===== config.mk =====
export PLATFORM = sky130hd
export DESIGN_NAME = sensor_clk_gen
export DESIGN_NICKNAME = d
export VERILOG_FILES = /design/src/rtl/sensor_clk_gen.sv
export SDC_FILE = /design/constraint.sdc
export NUM_CORES = 1
export LEC_CHECK = 0
export ABC_AREA = 1
export CAP_MARGIN = 20
export CORE_MARGIN = 4
export CORE_UTILIZATION = 50
export CTS_CLUSTER_DIAMETER = 120
export DETAILED_ROUTE_END_ITERATION = 8
export HOLD_SLACK_MARGIN = 0.08
export PLACE_DENSITY = 0.78
export RECOVER_POWER = 100
export SLEW_MARGIN = 20
export SYNTH_ARGS = -nofsm -noshare
export SYNTH_HDL_FRONTEND = slang
export SYNTH_SLANG_ARGS = --single-unit
export TNS_END_PERCENT = 1

===== constraint.sdc =====
create_clock -name clk -period 2.8 [get_ports clk]
set_input_delay 0.28 -clock clk [delete_from_list [all_inputs] [get_ports clk]]
set_output_delay 0.28 -clock clk [all_outputs]
set_load 0.05 [all_outputs]

===== src/rtl/sensor_clk_gen.sv =====
// sensor_clk_gen: divides clk into a 50%-duty square wave for the colour-sensor
// model, with four frequency-scaling modes that mirror the sensor's S0/S1
// output-scaling settings. Mode changes and stop requests are applied only at
// period boundaries, so clk_out never produces a runt pulse.
//
// Ports:
//   clk         system clock
//   rst_n       asynchronous active-low reset
//   en          run request (level)
//   mode[1:0]   requested scaling mode, sampled at each LOW->HIGH boundary
//   clk_out     generated clock (registered)
//   rise_tick   one-cycle pulse in the cycle clk_out goes 0->1
//   fall_tick   one-cycle pulse in the cycle clk_out goes 1->0
//   mode_active mode currently generating
//   busy        high whenever the generator is not idle
//
// Optional feature: define CLK_GEN_FRAC_EN to build an 8-bit fractional
// accumulator. A phase whose load carries out of the accumulator is one cycle
// longer, giving an average half-period of HALFm + FRACm/256.

module sensor_clk_gen #(
  parameter int unsigned CNT_W = 16,
  parameter int unsigned HALF0 = 5000,
  parameter int unsigned HALF1 = 1250,
  parameter int unsigned HALF2 = 500,
  parameter int unsigned HALF3 = 147,
  parameter int unsigned FRAC0 = 0,
  parameter int unsigned FRAC1 = 0,
  parameter int unsigned FRAC2 = 0,
  parameter int unsigned FRAC3 = 15
) (
  input  logic       clk,
  input  logic       rst_n,
  input  logic       en,
  input  logic [1:0] mode,
  output logic       clk_out,
  output logic       rise_tick,
  output logic       fall_tick,
  output logic [1:0] mode_active,
  output logic       busy
);

  // Half-periods with zero clamped to one
  localparam int unsigned H0 = (HALF0 == 0) ? 1 : HALF0;
  localparam int unsigned H1 = (HALF1 == 0) ? 1 : HALF1;
  localparam int unsigned H2 = (HALF2 == 0) ? 1 : HALF2;
  localparam int unsigned H3 = (HALF3 == 0) ? 1 : HALF3;

  // Elaboration-time range checks
  if (((H0 >> CNT_W) != 0) || ((H1 >> CNT_W) != 0) ||
      ((H2 >> CNT_W) != 0) || ((H3 >> CNT_W) != 0)) begin : g_half_range_err
    $error("sensor_clk_gen: a HALFn value does not fit in CNT_W bits");
  end
  if ((FRAC0 > 255) || (FRAC1 > 255) || (FRAC2 > 255) || (FRAC3 > 255)) begin : g_frac_range_err
    $error("sensor_clk_gen: a FRACn value does not fit in 8 bits");
  end

  typedef enum logic [1:0] {
    IDLE = 2'd0,
    HIGH = 2'd1,
    LOW  = 2'd2
  } state_t;

  // Counter reload value (half-period minus one) for a mode
  function automatic logic [CNT_W-1:0] half_m1(input logic [1:0] m);
    case (m)
      2'd0:    half_m1 = CNT_W'(H0 - 1);
      2'd1:    half_m1 = CNT_W'(H1 - 1);
      2'd2:    half_m1 = CNT_W'(H2 - 1);
      default: half_m1 = CNT_W'(H3 - 1);
    endcase
  endfunction

`ifdef CLK_GEN_FRAC_EN
  function automatic logic [7:0] frac_of(input logic [1:0] m);
    case (m)
      2'd0:    frac_of = 8'(FRAC0);
      2'd1:    frac_of = 8'(FRAC1);
      2'd2:    frac_of = 8'(FRAC2);
      default: frac_of = 8'(FRAC3);
    endcase
  endfunction

  logic [7:0] acc_q, acc_d, acc_base;
  logic       carry;
`endif

  state_t           state_q, state_d;
  logic [CNT_W-1:0] cnt_q, cnt_d;
  logic             clk_d, rise_d, fall_d;
  logic [1:0]       mode_d, load_mode;
  logic             load;

  // State and output registers
  always_ff @(posedge clk or negedge rst_n) begin
    if (!rst_n) begin
      state_q     <= IDLE;
      cnt_q       <= '0;
      clk_out     <= 1'b0;
      rise_tick   <= 1'b0;
      fall_tick   <= 1'b0;
      mode_active <= 2'd0;
      busy        <= 1'b0;
`ifdef CLK_GEN_FRAC_EN
      acc_q       <= 8'd0;
`endif
    end else begin
      state_q     <= state_d;
      cnt_q       <= cnt_d;
      clk_out     <= clk_d;
      rise_tick   <= rise_d;
      fall_tick   <= fall_d;
      mode_active <= mode_d;
      busy        <= (state_d != IDLE);
`ifdef CLK_GEN_FRAC_EN
      acc_q       <= acc_d;
`endif
    end
  end

  // Next-state, counter and output logic
  always_comb begin
    state_d   = state_q;
    cnt_d     = cnt_q;
    clk_d     = clk_out;
    rise_d    = 1'b0;
    fall_d    = 1'b0;
    mode_d    = mode_active;
    load_mode = mode_active;
    load      = 1'b0;
`ifdef CLK_GEN_FRAC_EN
    acc_d     = acc_q;
    acc_base  = acc_q;
    carry     = 1'b0;
`endif

    case (state_q)
      IDLE: begin
        if (en) begin
          load      = 1'b1;
          load_mode = mode;
          mode_d    = mode;
          clk_d     = 1'b1;
          rise_d    = 1'b1;
          state_d   = HIGH;
        end
      end
      HIGH: begin
        if (cnt_q != '0) begin
          cnt_d = cnt_q - CNT_W'(1);
        end else begin
          load    = 1'b1;
          clk_d   = 1'b0;
          fall_d  = 1'b1;
          state_d = LOW;
        end
      end
      LOW: begin
        if (cnt_q != '0) begin
          cnt_d = cnt_q - CNT_W'(1);
        end else if (en) begin
          // Period boundary: the only place a new mode is accepted
          load      = 1'b1;
          load_mode = mode;
          mode_d    = mode;
          clk_d     = 1'b1;
          rise_d    = 1'b1;
          state_d   = HIGH;
        end else begin
          state_d = IDLE;
        end
      end
      default: begin
        state_d = IDLE;
      end
    endcase

    // Phase load; a carry stretches this phase by one cycle
    if (load) begin
`ifdef CLK_GEN_FRAC_EN
      acc_base       = (load_mode != mode_active) ? 8'd0 : acc_q;
      {carry, acc_d} = 9'(acc_base) + 9'(frac_of(load_mode));
      cnt_d          = half_m1(load_mode) + CNT_W'(carry);
`else
      cnt_d = half_m1(load_mode);
`endif
    end
  end

endmodule

==> flow_metrics.py <==
metrics = {
    "finish": {
        "layout.nets": 216,
        "final_core_util_pct": 58.6,
        "fin_area_um2": 1660,
        "area_delta_synth_final_pct": 9.14,
        "antenna_cells": 0,
        "drive_above_1_share_pct": 10.9,
    },
    "setup_path": {
        "critPathSlowestCell": "dfrtp_1",
        "worstPathArrival_ps": 2670,
        "cpMostUsedCell": "nand2_1",
        "path_buf_inv": 3,
        "crit_chain": "inv_1, ha_1, nand2_1, nor2_4, nand2_4, nand2_1, nand2_1, a21oi_2, inv_1, ha_1, inv_1, nand2_2, o21ai_0, nand2_1, o21ai_2",
        "crit_family": "simple AND/OR/NAND/NOR gates",
        "cp_max_fo": 7,
        "cp-start-kind": "flip-flop",
        "reg2reg_slack_ps": 390,
        "slowest_delay_ps": 410,
        "worstPathRequired_ps": 3060,
        "cp-end-kind": "flip-flop",
        "timing_worst_setup_path_type": "flip-flop to flip-flop",
    },
    "clock_tree": {
        "numCtsBuffers": 3,
        "post_cts_buffers": 0,
        "cts_tree": "done",
        "cts.clk_slew.worst_paths_ps": 140,
        "cts_buffer_depth": 2,
        "clock_latency_ps": 330,
        "cts_root_buf": "clkbuf_4",
        "cts_hold_buf": 0,
        "htreeDepth": 1,
        "cts_sinks": 24,
        "ctsResizeCount": 0,
    },
    "yosys": {
        "yosysUniqueCellTypes": 28,
        "ys_ff_latch": 24,
        "yosys_warnings": 0,
        "syn_area_um2": 1520,
        "synthTopCellsByArea": "dfrtp_1 (40%), nand2_1 (9.9%), ha_1 (7.4%)",
        "async_reset_ff_share_pct": 100,
        "synth_common_cells": "nand2_1 (40), dfrtp_1 (24), nor2_1 (21)",
        "netlist.area_leader.share_pct": 39.5,
        "synth_nets": 202,
        "syn_inst": 188,
        "avgSynthCellArea_um2": 8.09,
        "ys.flop_type": "dfrtp_1",
        "seq_area_frac_synth_pct": 39.5,
        "synth_edf_count": 0,
        "synth_most_common_cell": "nand2_1",
        "synth_top_area_cell": "dfrtp_1",
    },
    "die": {
        "die_h_um": 63.1,
        "start_util_pct": 53.7,
        "rows": 19,
        "die-area_um2": 3990,
        "io_pins": 11,
        "die_w_um": 63.1,
        "coreArea_um2": 2830,
    },
    "sta": {
        "period_minus_slack_ps": 2410,
        "skew_ps": 8.29,
        "setup_viol": 0,
        "slew_violations": 0,
        "hold_ws_ps": 553,
        "worst_slew_pin_slew_ps": 1270,
        "hold_viol": 0,
        "fin_crit_sh_pct": 86.0,
        "tns_ps": 0,
        "relSlewSlack_pct": 15.2,
        "rsz0062_at_grt": "false",
        "fmax_mhz": 415,
    },
    "grt": {
        "grtUsageTotal_pct": 17.5,
        "grt_pass1_wl_um": 5550,
        "antenna_found_initial": 0,
        "grt-ovfl-total": 0,
        "grt_pass1_vias": 1234,
        "grt_max_degree": 25,
    },
    "power": {
        "combPwrFrac_pct": 2.4,
        "p_int_mw": 0.431,
        "swShare_pct": 21.3,
        "leakage_nw": 0.802,
        "power_mw": 0.548,
        "power.switching_mw": 0.117,
        "p_clk_share_pct": 34.4,
        "p_seq_share_pct": 63.2,
        "p_per_area_nw_per_um2": 330,
        "ir_worst_vdd_mv": 0.213,
    },
    "placed_design": {
        "place_area_um2": 1640,
        "gp_congestion": 0.902,
        "io_buffers": 10,
        "place_hpwl_um": 2370,
    },
    "detailed_routing": {
        "vias": 1252,
        "drt_pass1_iterations": 4,
        "ant_nets": 0,
        "detail_route.wl_per_cell_um": 13.5,
        "vias_per_cell": 5.40,
        "drt_wl_total_um": 3130,
        "drt-initial-drc-count": 46,
        "drc": 0,
    },
    "outcome": {
        "status": "finished clean",
    },
    "flow_run": {
        "max-cap-violations": 0,
    },
    "worst_hold_path": {
        "min_path_type": "flip-flop to flip-flop",
    },
}
==> state kept, by name, summed over array words and instances, names as in the netlist <==
register     count
state_q          2
busy             1
rise_tick        1
clk_out          1
fall_tick        1
mode_active      2
cnt_q           16
==> cell type report <==
cell class	instances	area (µm²)
clock buffer	4	36.3
fill	239	1170
inverter	21	78.8
multi-input combinational	141	801
sequential	24	601
tap	31	38.8
timing repair buffer	11	104
==> final timing paths <==
check | startpoint | to | cells after the start
setup / recovery | cnt_q[0] | cnt_q[0] | 15
hold / removal | clk_out | clk_out | 2
setup reg to reg | cnt_q[0] | cnt_q[0] | 15
hold reg to reg | clk_out | clk_out | 2
max in group asynchronous | rst_n | cnt_q[0] | 2
min in group asynchronous | rst_n | busy | 2
==> worst min-delay path, delay by kind of cell, from the launching register on <==
kind | cells | cell delay (ps)
flip-flops | 1 | 380
AO/OA/AOI/OAI | 2 | 140
==> cell usage in the layout, fill, tap and decap left out <==
master,Yosys,final
nand4_1,1,1
nor3_1,6,6
nor2_4,2,2
or2_0,1,1
nor2_1,21,22
clkbuf_4,0,3
nand2_1,40,44
o21ai_2,2,2
nor2_2,5,4
clkbuf_8,0,1
nand2_2,8,4
o211ai_1,1,2
a21oi_1,5,5
clkbuf_1,0,1
ha_1,9,9
dlygate4sd3_1,0,7
dfrtp_1,24,24
a21oi_2,1,1
xor2_1,10,10
inv_1,20,21
nand3_1,12,12
nand3b_1,1,1
xnor2_1,1,1
nand3_2,2,2
clkdlybuf4s50_1,0,3
o21ai_0,5,8
or2_2,1,1
nand2_4,2,2
a31oi_1,1,1
==> power groups by stage <==
stage	clock [mW]	combinational, mW	sequential (mW)
after floorplan	0	0.000435	0.353
after global placement	0	0.0143	0.353
after detailed placement	0	0.0149	0.353
after CTS	0.194	0.0149	0.347
after global routing	0.215	0.0154	0.347
final	0.188	0.0131	0.347
==> metal layers <==
layer	up-vias	part of all wire, %	GRT usage (%)
met1	578	43	22.6
met3	11	3.8	2.13
met5	-	0	0
met4	0	2.8	7.44
met2	38	50	29.5
li1	625	-	-
==> kinds of logic (layout without fill, tap and decap cells) <==
kind of cell,after synthesis,count (layout),share of synthesized area (%)
flip-flops,24,24,39.5
XOR/XNOR,11,11,6.34
buffers and inverters,23,36,6.67
AND/OR/NAND/NOR,102,102,32.3
AO/OA/AOI/OAI,19,19,7.74
adder cells (fa/ha/maj),9,9,7.41
==> metrics by stage <==
step | setup slack [ps] | cells
after floorplan | 731 | 188
after global placement | 615 | 228
after detailed placement | 523 | 228
after CTS | 481 | 232
after global routing | 169 | 232
final | 392 | 232
No activity file was read; power rests on OpenSTA's default activity.
